--- config.mk ---
export PLATFORM = sky130hd
export DESIGN_NAME = alu_op_sequencer
export DESIGN_NICKNAME = d
export VERILOG_FILES = /design/src/rtl/alu_op_sequencer.sv
export SDC_FILE = /design/constraint.sdc
export NUM_CORES = 1
export LEC_CHECK = 0
export BUFFER_PORTS_ARGS = -buffer_cell sky130_fd_sc_hd__buf_2
export CAP_MARGIN = 20
export CORE_ASPECT_RATIO = 1.1
export CORE_MARGIN = 3
export CORE_UTILIZATION = 25
export CTS_CLUSTER_DIAMETER = 150
export CTS_CLUSTER_SIZE = 10
export DETAILED_ROUTE_END_ITERATION = 6
export GPL_ROUTABILITY_DRIVEN = 0
export GPL_TIMING_DRIVEN = 0
export SLEW_MARGIN = 10
export SYNTH_ARGS = -nofsm -noshare
export SYNTH_HDL_FRONTEND = slang
export SYNTH_SLANG_ARGS = --single-unit
--- constraint.sdc ---
create_clock -name clk -period 3 [get_ports clk]
set_clock_uncertainty 0.05 [all_clocks]
set_input_delay 0.3 -clock clk [delete_from_list [all_inputs] [get_ports clk]]
set_output_delay 0.3 -clock clk [all_outputs]
set_load 0.01 [all_outputs]
--- src/rtl/alu_op_sequencer.sv ---
// Command sequencer for an external combinational ALU. It queues commands, issues them one
// at a time, and returns the captured results and flags over a valid/ready handshake.
module alu_op_sequencer #(
  parameter int FIFO_DEPTH = 4
) (
  input  logic       clk,
  input  logic       rst_n,
  input  logic       cmd_valid,
  output logic       cmd_ready,
  input  logic [7:0] cmd_a,
  input  logic [7:0] cmd_b,
  input  logic [2:0] cmd_op,
  input  logic [3:0] cmd_tag,
  output logic [7:0] alu_a,
  output logic [7:0] alu_b,
  output logic [2:0] alu_op,
  input  logic [7:0] alu_result,
  input  logic       alu_zero,
  input  logic       alu_carry,
  output logic       rsp_valid,
  input  logic       rsp_ready,
  output logic [7:0] rsp_result,
  output logic       rsp_zero,
  output logic       rsp_carry,
  output logic [3:0] rsp_tag,
  output logic [7:0] op_count
);

  localparam int PTR_W = $clog2(FIFO_DEPTH);
  localparam int CNT_W = PTR_W + 1;

  typedef struct packed {
    logic [7:0] a;
    logic [7:0] b;
    logic [2:0] op;
    logic [3:0] tag;
  } cmd_t;

  typedef enum logic [1:0] {
    IDLE  = 2'd0,
    ISSUE = 2'd1,
    RESP  = 2'd2
  } state_t;

  state_t           state_q;
  state_t           state_d;
  cmd_t             mem [FIFO_DEPTH];
  cmd_t             head;
  logic [PTR_W-1:0] wr_ptr;
  logic [PTR_W-1:0] rd_ptr;
  logic [CNT_W-1:0] count_q;
  logic             full;
  logic             empty;
  logic             push;
  logic             pop;
  logic             capture;
  logic             rsp_done;
  logic [3:0]       tag_q;

  // Ready depends only on registered occupancy, so it never combinationally follows a pop.
  assign full      = (count_q == CNT_W'(FIFO_DEPTH));
  assign empty     = (count_q == '0);
  assign cmd_ready = ~full;
  assign push      = cmd_valid & ~full;
  assign head      = mem[rd_ptr];
  assign rsp_valid = (state_q == RESP);

  // NOTE: the storage array has no reset; occupancy and pointers define which entries are
  // meaningful, so clearing the data would only cost reset routing.
  always_ff @(posedge clk) begin
    if (push) begin
      mem[wr_ptr] <= {cmd_a, cmd_b, cmd_op, cmd_tag};
    end
  end

  // NOTE: sequential state uses non-blocking assignments so every flop samples pre-edge values.
  always_ff @(posedge clk or negedge rst_n) begin
    if (!rst_n) begin
      wr_ptr  <= '0;
      rd_ptr  <= '0;
      count_q <= '0;
    end else begin
      if (push) begin
        wr_ptr <= wr_ptr + PTR_W'(1);
      end
      if (pop) begin
        rd_ptr <= rd_ptr + PTR_W'(1);
      end
      unique case ({push, pop})
        2'b10:   count_q <= count_q + CNT_W'(1);
        2'b01:   count_q <= count_q - CNT_W'(1);
        default: count_q <= count_q;
      endcase
    end
  end

  always_ff @(posedge clk or negedge rst_n) begin
    if (!rst_n) begin
      state_q <= IDLE;
    end else begin
      state_q <= state_d;
    end
  end

  // NOTE: every output of this block gets a default first, so no path can infer a latch.
  always_comb begin
    state_d  = state_q;
    pop      = 1'b0;
    capture  = 1'b0;
    rsp_done = 1'b0;
    unique case (state_q)
      IDLE: begin
        if (!empty) begin
          pop     = 1'b1;
          state_d = ISSUE;
        end
      end
      ISSUE: begin
        capture = 1'b1;
        state_d = RESP;
      end
      RESP: begin
        if (rsp_ready) begin
          rsp_done = 1'b1;
          if (!empty) begin
            pop     = 1'b1;
            state_d = ISSUE;
          end else begin
            state_d = IDLE;
          end
        end
      end
      default: state_d = IDLE;
    endcase
  end

  // Operands are loaded only on the edge that enters ISSUE and otherwise hold.
  always_ff @(posedge clk or negedge rst_n) begin
    if (!rst_n) begin
      alu_a  <= '0;
      alu_b  <= '0;
      alu_op <= '0;
      tag_q  <= '0;
    end else if (pop) begin
      alu_a  <= head.a;
      alu_b  <= head.b;
      alu_op <= head.op;
      tag_q  <= head.tag;
    end
  end

  always_ff @(posedge clk or negedge rst_n) begin
    if (!rst_n) begin
      rsp_result <= '0;
      rsp_zero   <= 1'b0;
      rsp_carry  <= 1'b0;
      rsp_tag    <= '0;
    end else if (capture) begin
      rsp_result <= alu_result;
      rsp_zero   <= alu_zero;
      rsp_carry  <= alu_carry;
      rsp_tag    <= tag_q;
    end
  end

  always_ff @(posedge clk or negedge rst_n) begin
    if (!rst_n) begin
      op_count <= '0;
    end else if (rsp_done) begin
      op_count <= op_count + 8'd1;
    end
  end

  assert property (@(posedge clk) disable iff (!rst_n) !(pop && empty));
  assert property (@(posedge clk) disable iff (!rst_n) count_q <= CNT_W'(FIFO_DEPTH));

endmodule

# Word level (Yosys, flattened, before mapping)
# Memories as Yosys holds them, arrays and structs flattened. A register that Yosys moved wholly into a read port is not among the register bits.
# Cells that the tools add are included.
classes:
  reduce_logical: 5
  muxes: 13
  bitwise_logic: 2
  add_sub_neg: 5
  n_eq_ne: 7
op_table:
  columns: ["cell", "n"]
  rows:
  - ["adder 8 x 1 -> 8 bit (second input constant)", 1]
  - ["2-to-1 mux 1 bit", 8]
  - ["one-hot mux 2 bit (3 select lines)", 1]
  - ["one-hot mux 3 bit (2 select lines)", 1]
  - ["adder 2 x 1 -> 2 bit (second input constant)", 2]
  - ["== test 2 x 1 -> 1 bit (second input constant)", 2]
  - ["== test 2 bit (second input constant)", 2]
  - ["2-to-1 mux 2 bit", 2]
  - ["adder 3 x 1 -> 3 bit (second input constant)", 1]
  - ["== test 3 bit (second input constant)", 1]
  - ["zero test 3 bit", 1]
  - ["subtractor 3 x 1 -> 3 bit (second input constant)", 1]
  - ["zero test 2 bit", 1]
  - ["!= test 2 x 1 -> 1 bit (second input constant)", 1]
  - ["!= test 2 bit (second input constant)", 1]
  - ["one-hot mux 1 bit (2 select lines)", 1]
  - ["AND reduction 2 bit", 1]
  - ["nonzero test 2 bit", 1]
  - ["bitwise AND 1 bit", 1]
  - ["zero test 1 bit", 1]
  - ["NOT 1 bit", 1]
word_totals:
  elab_cells: 42
  output_inout_bits: 43
  register_bits: 31
  mem_count: 1
  in_bits: 37
  mem_bits_rw: 92
mem_list:
  columns: ["memory", "depth", "word_bits", "rd", "rd_clocked_by_memory_dff", "wr", "line", "source"]
  rows:
  - ["mem", 4, 23, 1, 1, 1, "47", "cmd_t mem [FIFO_DEPTH];"]

# Depth between registers and ports, before layout
logic_depth:
  word_depth: 6
  ltp_mapped: 9
  mapped_depth_nobuf: 9

# Least setup slack after synthesis
# OpenSTA, ideal clock, no wires.
synth_path:
  path_kind: "register to register"
  startpoint: "register count_q[0]"
  endpoint: "register count_q[2]"
  path_stages_with_launch: 10
  path_slack_ns: 0.851
  t_arrival_ns: 2.019
  path_cell_list: "dfrtp_1 -> or3b_4 -> and2_4 -> inv_1 -> ha_1 -> inv_1 -> fa_1 -> xor2_1 -> nor2_1 -> xor2_1"
synth_between:
  word_cells_on_any_way: 13
synth_rtl:
  columns: ["element", "line", "source"]
  rows:
  - ["start, declared", "51", "logic [CNT_W-1:0] count_q;"]
  - ["start signal, assigned", "90", "2'b10: count_q <= count_q + CNT_W'(1);"]
  - ["start signal, assigned", "91", "2'b01: count_q <= count_q - CNT_W'(1);"]
  - ["start signal, assigned", "92", "default: count_q <= count_q;"]
  - ["== test 3 bit (*)", "61", "assign full = (count_q == CNT_W'(FIFO_DEPTH));"]
  - ["NOT 1 bit (*)", null, null]
  - ["net cmd_ready", "9", "output logic cmd_ready,"]
  - ["bitwise AND 1 bit (*)", "64", "assign push = cmd_valid & ~full;"]
  - ["== test 2 x 1 -> 1 bit / == test 2 bit (equally long branches)", "89", "unique case ({push, pop})"]
  - ["one-hot mux 3 bit (2 select lines) / nonzero test 2 bit (equally long branches)", null, null]
# The timed path passes the listed nets; every way through them passes the cells marked *.
# A chain may end at the register's enable or synchronous reset.

# Worst setup path in the final report
layout_path:
  startpoint: "register state_q[1]"
  endpoint: "register count_q[2]"
layout_between:
  elab_chain_len: 4
  word_cells_on_any_way: 7
layout_lines:
  columns: ["element", "line", "source"]
  rows:
  - ["start, declared", "45", "state_t state_q;"]
  - ["start signal, assigned", "101", "state_q <= state_d;"]
  - ["== test 2 bit / zero test 2 bit (equally long branches)", "111", "unique case (state_q)"]
  - ["one-hot mux 1 bit (2 select lines) (*)", "111", null]
  - ["net pop", "55", "logic pop;"]
  - ["== test 2 x 1 -> 1 bit / == test 2 bit (equally long branches)", "89", null]
  - ["one-hot mux 3 bit (2 select lines) / nonzero test 2 bit (equally long branches)", null, null]
# Marked as above.

==> results_tabular.tex <==
\begin{tabular}{lr}
\hline
Metric & Value \\
\hline
\multicolumn{2}{l}{\textbf{Yosys}} \\
Cell with the most instances after synthesis & edfxtp\_1 \\
Synthesized Nets & 318 \\
Number of enable flip-flop cells after synthesis & 92 \\
Flip-flop and latch count after synthesis & roughly 150 \\
Sequential element share of the synthesized area & 72.5\% \\
Share of cell area taken by muxes after synthesis & a little under a fifth \\
Area share of fa/ha/maj cells after synthesis & 1.68\% \\
Share of the synthesized netlist area taken by xor and xnor gates & 2.01\% \\
Commonest cells post-synth & edfxtp\_1 (92), dfrtp\_1 (54), mux2\_2 (20) \\
Post-synthesis share of cell area spent on and, or, nand and nor gates & under 10\% \\
Post-synth ARST share & 37.0\% \\
Post-synth top area share & just under 50\% \\
Dominant combinational cell family by area after synthesis & multiplexers \\
Largest cells by area after synthesis & edfxtp\_1 (49\%), dfrtp\_1 (24\%), mux4\_2 (7.1\%) \\
Average instance area after synthesis & 20.7 um2 \\
Cell count after synthesis & 274 \\
Yosys cell types & 32 \\
Netlist area before placement & between 5000 and 6000 um2 \\
Compound-cell area share of the yosys netlist & 0.0882\% \\
Leading register cell type out of synthesis & edfxtp\_1 \\
Most area-hungry cell type in the Yosys netlist & edfxtp\_1 \\
Yosys warns & 0 \\
\multicolumn{2}{l}{\textbf{Die}} \\
DIE AREA & approximately 25000 um2 \\
Total core area & roughly 22000 um2 \\
Number of core rows & 57 \\
Die Y-Extent & between 150 and 200 um \\
Starting Density & 25.6\% \\
Die Width & around 150 um \\
Ports placed on the boundary & 80 \\
\multicolumn{2}{l}{\textbf{STA}} \\
Headroom to the max-slew limit & about half \\
Total negative setup slack & 0 ps \\
Fin worst setup slack & 487 ps \\
Post-route clock period utilization & 83.8\% \\
Worst-margin pin slew & $\sim$750 ps \\
Count of pins over their slew limit & 0 \\
RSZ-0062 raised after global routing & false \\
Maximum achievable frequency & 398 MHz \\
Post-route minimum period & 2510 ps \\
Final setup viols & 0 \\
Fin. Hold Viols & 0 \\
\multicolumn{2}{l}{\textbf{Job}} \\
\# Max-Cap Violations & 0 \\
\multicolumn{2}{l}{\textbf{Final layout}} \\
Number of inserted filler cells in the final layout & 2153 \\
Post-layout net count & 417 \\
Register Area & 4110 um2 \\
Combined area of the multi-input logic cells & 1440 um2 \\
Share of the core filled with cells & a little under a third \\
Synth-to-layout area growth & 23.7\% \\
\# diodes & 0 \\
Fraction of final layout cells with drive strength greater than 1 & 46.9\% \\
\multicolumn{2}{l}{\textbf{Clock tree}} \\
Number of H-tree branching levels & 4 \\
\# hold bufs at CTS & 1 \\
CTS Root Buffer Type & clkbuf\_16 \\
Number of cells upsized or downsized after cts & 0 \\
CTS clock-pin slew for the worst setup and hold paths & 60 ps \\
TritonCTS clock tree & built \\
Clk\_lat worst skew & 410 ps \\
Total clock buffers created by CTS & 17 \\
Number of buffers on the longest clock path & 2 \\
Number of buffers inserted by post-CTS setup repair & 0 \\
Num Clock Sinks & $\sim$150 \\
\multicolumn{2}{l}{\textbf{Routing}} \\
Router iterations before antenna repair & 4 \\
Remaining design rule violation count & 0 \\
Post-route ant nets & 0 \\
First DRT Iteration DRCs & 101 \\
Wire length per cell & 15.6 um \\
Total Wirelength & roughly 11000 um \\
Detailed-route vias per instance & 4.08 \\
DR vias & 2776 \\
\multicolumn{2}{l}{\textbf{Power and ir drop}} \\
Final Total Pwr & 7.51 mW \\
Worst supply voltage drop on vdd & 0.471 mV \\
Static leakage & between 2 and 3 nW \\
Pwr/cell area & 1070 nW/um2 \\
\multicolumn{2}{l}{\textbf{Worst setup path}} \\
Worst path arrival time & 2800 ps \\
Critical path launch point type & register \\
Largest driver fanout on the critical path & 10 \\
Data required time of the worst path & 3280 ps \\
CP endpoint kind & register \\
WS Path Type & register to register \\
\multicolumn{2}{l}{\textbf{Global route}} \\
Vias in the first global route & roughly 2900 \\
Largest net degree at the start of global routing & 55 \\
Overall routing resource usage & roughly 9.0\% \\
Antenna violations before repair & 1 \\
Overflow left after global routing & 0 \\
Global-route wire length before repair & $\sim$16000 um \\
\multicolumn{2}{l}{\textbf{Placed design}} \\
Detailed-placement wirelength estimate & 6820 um \\
Pre-CTS setup slack & 449 ps \\
IO Port Bufs & 79 \\
\multicolumn{2}{l}{\textbf{Run status}} \\
Status & complete, no violations \\
\multicolumn{2}{l}{\textbf{Min path}} \\
Worst hold-check path type & input port to register \\
\hline
\end{tabular}
## final timing paths
path                                   from       endpoint  slack (ps)  cells past startpoint
worst max-delay path             state_q[1]     count_q[2]         490                      9
max in group asynchronous             rst_n       alu_a[1]        1950                      2
worst min-delay path               cmd_a[5]     mem[3][20]          50                      1
worst min register to register  op_count[7]    op_count[7]         410                      1
worst max register to register   state_q[1]     count_q[2]         490                      9
min in group asynchronous             rst_n  rsp_result[6]         470                      2
## cell type report
cell class	instances	area share (%)
well taps	295	5.26
clock buffers	18	6.12
flip-flops and latches	146	58.6
repair buffers	80	5.81
multi-input cells	111	20.5
clock inverters	14	1.89
plain buffers	10	1.37
inverters	7	0.375
## per-stage QoR
step           hold WS [ps]  cell area [um2]  std cells
3_5_place_dp            385             6440        648
6_report               48.6             7020        681
4_1_cts                33.4             7020        681
3_3_place_gp            403             6440        648
5_1_grt                31.7             7020        681
2_1_floorplan         -45.6             5670        274
## layer usage
metal	wire length (um)	share of wire, %	GRT usage [%]	up-vias
li1	-	-	-	1260
met1	4510	42	10.7	1428
met2	5320	50	15.1	76
met3	693	6.5	3.59	10
met4	90	0.85	2.50	2
met5	13	0.12	0	-
## logic make-up after synthesis
logic type / count (synthesis)
AND/OR/NAND/NOR: 27
XOR/XNOR: 13
AO/OA/AOI/OAI: 1
flip-flops: 146
adder cells (fa/ha/maj): 7
multiplexers: 63
buffers and inverters: 17
## worst max-delay path: stages, from the launching register on
cell and delay, ps:
dfrtp_1 400, nor2b_1 200, nor3_4 450, buf_6 270, ha_1 200, inv_1 60, fa_1 370, xor2_1 160
nor2_1 120, xor2_1 160
## cell usage in the layout (no fill, tap or decap), types with 2 or more instances in the layout
cell type | Yosys | routed
clkbuf_1 | 2 | 3
clkinvlp_4 | 0 | 2
nor2_1 | 4 | 4
and3_2 | 0 | 4
buf_2 | 3 | 81
nor3_1 | 3 | 3
mux2_4 | 18 | 18
mux4_2 | 18 | 18
ha_1 | 6 | 6
buf_12 | 2 | 2
buf_6 | 3 | 3
clkbuf_16 | 0 | 17
nor2b_1 | 2 | 2
edfxtp_1 | 92 | 92
dfrtp_1 | 54 | 54
clkinv_4 | 0 | 7
mux4_1 | 5 | 5
xnor2_1 | 4 | 4
inv_6 | 0 | 2
xor2_1 | 9 | 9
inv_1 | 7 | 7
nand2_1 | 5 | 5
mux2_2 | 20 | 20
## flip-flops by register name, indices dropped and copies added (netlist names), 3 cells and up
| register | cells |
|---|---|
| count_q | 3 |
| op_count | 8 |
| alu_a | 8 |
| mem | 92 |
| rsp_result | 8 |
| alu_op | 3 |
| tag_q | 4 |
| alu_b | 8 |
| rsp_tag | 4 |
## power breakdown
group | switching (mW) | total (mW) | leakage, nW | internal, mW
registers | 0.271 | 3.07 | 1.49 | 2.80
clock network | 0.826 | 1.98 | 0.268 | 1.15
logic | 1.14 | 2.47 | 0.991 | 1.33
total | 2.24 | 7.51 | 2.75 | 5.28
No activity file was read; power rests on OpenSTA's default activity.
